## src/rtl/irq_controller_multi.sv

```systemverilog
// irq_controller_multi: aggregates NUM_IRQ active-low interrupt requests
// behind a 16-byte register window on the 6502 byte bus.
// Registers: ENABLE, MODE, PENDING, VECTOR, CTRL and ACK. The CPU sees one
// registered, active-low irqb_master.
// Define IRQ_EDGE_EN to build edge mode, which adds the MODE registers, the
// edge latches and ACK. Without it, every line is level-sensitive.
module irq_controller_multi #(
    parameter int NUM_IRQ = 16
) (
    input  logic               clk,
    input  logic               reset,
    input  logic [7:0]         i_data,
    output logic [7:0]         o_data,
    input  logic               cs,
    input  logic               rwb,
    input  logic [3:0]         addr,
    input  logic [NUM_IRQ-1:0] irqb,
    output logic               irqb_master
);

    localparam logic [1:0] BANK_ENABLE = 2'd0;
    localparam logic [1:0] BANK_MODE   = 2'd1;
    localparam logic [1:0] BANK_PEND   = 2'd2;
    localparam logic [1:0] LANE_VECTOR = 2'd0;
    localparam logic [1:0] LANE_CTRL   = 2'd1;
    localparam logic [3:0] ADDR_CTRL   = 4'hD;

    // Per-line write strobe: for a write to one bank, sets the 8 bits of the
    // addressed lane. A lane with no lines behind it gives an all-zero mask,
    // so the write has no effect.
    function automatic logic [NUM_IRQ-1:0] lane_mask(input logic       we,
                                                     input logic [3:0] a,
                                                     input logic [1:0] bank);
        logic [NUM_IRQ-1:0] m;
        m = '0;
        for (int i = 0; i < NUM_IRQ; i++) begin
            m[i] = we && (a[3:2] == bank) && (a[1:0] == 2'(i / 8));
        end
        return m;
    endfunction

    // Byte lane of a per-line vector. Lanes past NUM_IRQ read as zero.
    function automatic logic [7:0] lane_byte(input logic [NUM_IRQ-1:0] v,
                                             input logic [1:0]         lane);
        logic [31:0] pad;
        pad = '0;
        pad[NUM_IRQ-1:0] = v;
        return pad[8*lane +: 8];
    endfunction

    logic               wr;
    logic [NUM_IRQ-1:0] wdata_rep;
    logic [NUM_IRQ-1:0] enable_q;
    logic [NUM_IRQ-1:0] enable_sel;
    logic               global_en;
    logic [NUM_IRQ-1:0] req_p0;
    logic [NUM_IRQ-1:0] pending;
    logic [NUM_IRQ-1:0] qual;
    logic               vec_valid;
    logic [4:0]         vec_idx;
    logic [7:0]         mode_byte;

    assign wr         = cs & ~rwb;
    assign wdata_rep  = {(NUM_IRQ / 8){i_data}};
    assign enable_sel = lane_mask(wr, addr, BANK_ENABLE);

    // ENABLE register: byte-lane writable
    always_ff @(posedge clk or posedge reset) begin
        if (reset) begin
            enable_q <= '0;
        end else begin
            enable_q <= (enable_q & ~enable_sel) | (wdata_rep & enable_sel);
        end
    end

    // CTRL register: global enable
    always_ff @(posedge clk or posedge reset) begin
        if (reset) begin
            global_en <= 1'b0;
        end else if (wr && (addr == ADDR_CTRL)) begin
            global_en <= i_data[0];
        end
    end

    // Request stage: registered, active-high copy of the request pins
    always_ff @(posedge clk or posedge reset) begin
        if (reset) begin
            req_p0 <= '0;
        end else begin
            req_p0 <= ~irqb;
        end
    end

`ifdef IRQ_EDGE_EN
    localparam logic [3:0] ADDR_ACK = 4'hE;

    logic [NUM_IRQ-1:0] mode_q;
    logic [NUM_IRQ-1:0] mode_sel;
    logic [NUM_IRQ-1:0] pend_sel;
    logic [NUM_IRQ-1:0] ack_hit;
    logic [NUM_IRQ-1:0] req_p1;
    logic [NUM_IRQ-1:0] latch_q;
    logic [NUM_IRQ-1:0] edge_set;
    logic [NUM_IRQ-1:0] edge_clr;

    assign mode_sel = lane_mask(wr, addr, BANK_MODE);
    assign pend_sel = lane_mask(wr, addr, BANK_PEND);

    // ACK decode: index compare, so out-of-range indices match no line
    always_comb begin
        ack_hit = '0;
        for (int i = 0; i < NUM_IRQ; i++) begin
            ack_hit[i] = wr && (addr == ADDR_ACK) && (i_data[4:0] == 5'(i));
        end
    end

    // Latches only move while the line is in edge mode. A latch left behind
    // by a switch to level mode is kept, and is exposed again by a switch back.
    assign edge_set = req_p0 & ~req_p1 & mode_q;
    assign edge_clr = ((pend_sel & wdata_rep) | ack_hit) & mode_q;

    // MODE register: byte-lane writable, 1 = edge
    always_ff @(posedge clk or posedge reset) begin
        if (reset) begin
            mode_q <= '0;
        end else begin
            mode_q <= (mode_q & ~mode_sel) | (wdata_rep & mode_sel);
        end
    end

    // Request delayed by one clock, used for assertion-edge detection
    always_ff @(posedge clk or posedge reset) begin
        if (reset) begin
            req_p1 <= '0;
        end else begin
            req_p1 <= req_p0;
        end
    end

    // Edge latches: if a set and a clear hit the same cycle, the set wins
    always_ff @(posedge clk or posedge reset) begin
        if (reset) begin
            latch_q <= '0;
        end else begin
            latch_q <= edge_set | (latch_q & ~edge_clr);
        end
    end

    assign pending   = (mode_q & latch_q) | (~mode_q & req_p0);
    assign mode_byte = lane_byte(mode_q, addr[1:0]);
`else
    assign pending   = req_p0;
    assign mode_byte = 8'h00;
`endif

    assign qual      = pending & enable_q;
    assign vec_valid = |qual;

    // Priority encoder: the lowest-numbered qualifying line wins
    always_comb begin
        vec_idx = '0;
        for (int i = NUM_IRQ - 1; i >= 0; i--) begin
            if (qual[i]) begin
                vec_idx = 5'(i);
            end
        end
    end

    // Read mux: combinational and free of side effects
    always_comb begin
        o_data = 8'h00;
        if (cs) begin
            case (addr[3:2])
                BANK_ENABLE: o_data = lane_byte(enable_q, addr[1:0]);
                BANK_MODE:   o_data = mode_byte;
                BANK_PEND:   o_data = lane_byte(pending, addr[1:0]);
                default: begin
                    case (addr[1:0])
                        LANE_VECTOR: o_data = {vec_valid, 2'b00, vec_idx};
                        LANE_CTRL:   o_data = {7'b0000000, global_en};
                        default:     o_data = 8'h00;
                    endcase
                end
            endcase
        end
    end

    // Aggregated interrupt to the CPU, registered and active-low
    always_ff @(posedge clk or posedge reset) begin
        if (reset) begin
            irqb_master <= 1'b1;
        end else begin
            irqb_master <= ~(global_en & vec_valid);
        end
    end

endmodule

```

## config.mk

```make
export PLATFORM = sky130hd
export DESIGN_NAME = irq_controller_multi
export DESIGN_NICKNAME = d
export VERILOG_FILES = /design/src/rtl/irq_controller_multi.sv
export SDC_FILE = /design/constraint.sdc
export NUM_CORES = 1
export LEC_CHECK = 0
export ABC_AREA = 0
export CAP_MARGIN = 20
export CORE_ASPECT_RATIO = 0.9
export CORE_MARGIN = 1
export CORE_UTILIZATION = 50
export DETAILED_ROUTE_END_ITERATION = 6
export GPL_TIMING_DRIVEN = 0
export PLACE_DENSITY = 0.91
export SLEW_MARGIN = 25
export SYNTH_ARGS = -nofsm -noshare
export SYNTH_HDL_FRONTEND = slang
export SYNTH_SLANG_ARGS = --single-unit
```

## constraint.sdc

```tcl
create_clock -name clk -period 3.35 [get_ports clk]
set_clock_uncertainty 0.2 [all_clocks]
set_input_delay 1.005 -clock clk [delete_from_list [all_inputs] [get_ports clk]]
set_output_delay 1.005 -clock clk [all_outputs]
set_load 0.05 [all_outputs]
```

==> impl_metrics.tcl <==
set metrics [dict create \
    p_comb_share_pct 29.1 \
    crit_required_ns 2.14 \
    cts_buffers 5 \
    first_global_vias 1520 \
    drv_cap 0 \
    swShare_pct 31.0 \
    areaGrowthSynthToFinish_pct 42.0 \
    setup_ws_ns -0.145 \
    grt_pass1_wl_mm 7.24 \
    netlist_area_um2 1830 \
    dpl.hpwl_mm 3.04 \
    cts-root-buf "clkbuf_8" \
    synth.distinct_cells 48 \
    synth_edf_count 0 \
    die_area_um2 3900 \
    syn_inst 165 \
    finalCritPeriodShare_pct 104 \
    gp_congestion 0.903 \
    worstMarginPinSlew_ns 0.678 \
    design_area_um2 2600 \
    antenna_left 0 \
    syn_nets 197 \
    violations "setup timing" \
    clock.fmax_ghz 0.286 \
    dp_slack_ns -1.32 \
    p_switching_w 0.000358 \
    grt_setup_unrepaired "yes" \
    holdCritPathClass "register to register" \
    critPathKind "input pin to output port" \
    critical_path_arrival_ns 2.29 \
    seqPwrFrac_pct 45.8 \
    synth_area_per_cell_um2 11.1 \
    cpMaxStageDelayCell "mux4_2" \
    min_path_cells 1 \
    synth_seq_cells 34 \
    io_pins 41 \
    antennaDiodeCount 0 \
    peakVddDrop_uv 357 \
    power_leakage_nw 1.13 \
    row_count 20 \
    place.port_buffers 39 \
    crit_fanout 7 \
    power_frac_clock_pct 25.1 \
    place_inst 248 \
    grt_max_degree 35 \
    cts_tree "built" \
    dpl_cell_area_um2 2380 \
    cts.sinks 34 \
    wl_per_cell_um 17.3 \
    final_util_pct 75.8 \
    final_cells 260 \
    clockBufferDepth 2 \
    hold_viol 0 \
    cpMostUsedCell "buf_6" \
    grt_use_total_pct 26.0 \
    initial_core_util_pct 53.4 \
    rr_worst_depth 4 \
    fillers 204 \
    die_w_um 65.8 \
    whs_ns 0.220 \
    yosysTopAreaCellShare_pct 45.1 \
    p_per_area_nw_per_um2 444 \
    cts_htree_levels 2 \
    antenna_found_initial 0 \
    drive_above_1_share_pct 38.0 \
    worst-path-stages 8 \
    nets 249 \
    endpoint_kind "output port" \
    synth_flop_cell "dfrtp_1" \
    drtIter0Drc 104 \
    crit_family "multiplexers" \
    die_y_um 59.4 \
    synthArstFlopShare_pct 100 \
    num_vias 1591 \
    worstPathCellList "buf_12, nor2b_4, buf_6, buf_4, mux4_2, nand2_2, a21boi_4, buf_6" \
    core_area_um2 3430 \
    cpPeakStageDelay_ns 0.51 \
    viasPerCell 6.12 \
    synth_top_area_cell "dfrtp_1" \
    synth_top_cells_by_area "dfrtp_1 (45%), mux2_2 (9.8%), mux2i_1 (7.1%)" \
    yosys_warnings 0 \
    ys_seq_area_share_pct 46.6 \
    path_clk_slew_ns 0.06 \
    grt.overflow.total 0 \
    slew_violations 0 \
    clock_latency_ns 0.28 \
    wl_mm 4.49 \
    status "finished, violations left" \
    p_int_w 0.000796 \
    drtPass1Iterations 5 \
    slew_headroom_pct 54.8 \
    fin_crit_ns 3.50 \
    critical_path_buf_inv_count 4 \
    cp-start-kind "input pin" \
    drc 0 \
    final-setup-viol-count 8 \
]
## cells by family after synthesis
family / share of synthesized area, %
mux: 19.6
buf+inv: 5.54
compound gates: 16.9
simple gates: 11.4
flops: 46.6
## power groups by stage
stage               Combinational [W]  Sequential, W  Clock [W]
finish                       0.000336       0.000528   0.000290
global route                 0.000357       0.000534   0.000313
CTS                          0.000325       0.000522   0.000293
detailed placement           0.000302       0.000527          0
global placement             0.000296       0.000523          0
floorplan                    0.000208       0.000523          0
## layout make-up
cell class / count / area [um2] / area share (%)
buffer: 3 / 46.3 / 1.78
clock buffer: 6 / 82.6 / 3.18
inverter: 18 / 67.6 / 2.60
multi-input combinational: 109 / 1040 / 40.2
sequential: 34 / 852 / 32.8
tap: 44 / 55.1 / 2.12
timing repair buffer: 46 / 450 / 17.3
## worst paths after layout
| kind | from | slack [ns] | to |
|---|---|---|---|
| worst max register to register | register | 1.51 | irqb_master$_DFF_PP1_ |
| worst min register to register | global_en$_DFFE_PP0P_ | 0.22 | irqb_master$_DFF_PP1_ |
| min in group asynchronous | reset | 0.94 | pending[7]$_DFF_PP0_ |
| max in group asynchronous | reset | 1.57 | pending[9]$_DFF_PP0_ |
| worst min-delay path | global_en$_DFFE_PP0P_ | 0.22 | irqb_master$_DFF_PP1_ |
| worst max-delay path | addr[2] | -0.15 | o_data[2] |
## synth_stat cells, drive strengths merged, types with 2 or more instances
master and instances:
nor2 6, dfrtp 33, nor3 2, a21oi 6
nand3 4, o22ai 2, nand2 19, mux2i 13
a22o 2, a22oi 6, buf 3, nor2b 4
a221oi 2, a31oi 2, o22a 3, inv 18
mux2 18
## cells in the final DEF, fill, tap and decap left out, types with 2 or more instances in the layout
cell type,n
o22ai_1,2
nand2_1,14
dfrtp_1,33
a22oi_2,3
clkdlybuf4s50_1,27
nor2_4,4
nor2b_1,3
buf_6,7
nand2_2,4
a21oi_4,2
mux2_2,16
o22a_1,3
a22oi_1,3
a21oi_1,3
mux2i_1,10
nand3_1,3
mux2i_2,2
a22o_1,2
buf_4,9
inv_1,17
a221oi_2,2
clkbuf_8,6
buf_12,2
## layer usage
metal	vias up	routed length [um]	GRT usage, %
met3	12	292	5.96
met1	790	1840	34.1
met5	-	0	0
met4	0	85	11.5
li1	707	-	-
met2	82	2280	41.4
## what timing repair did
action / CTS / global route
hold buffers: 0 / 0
setup endpoints to repair: 8 / 8
setup buffers: 6 / 1
resized for setup: 89 / 2
gates cloned: 0 / 0
pin swaps: 11 / 1
## metrics by stage
step	setup TNS [ns]	power [W]
floorplan	-0.134	0.000731
global placement	-9.53	0.000819
detailed placement	-9.76	0.000829
CTS	-0.484	0.00114
global route	-0.987	0.00120
finish	-0.646	0.00115
Note: power is estimated with default switching activity, not from simulation.
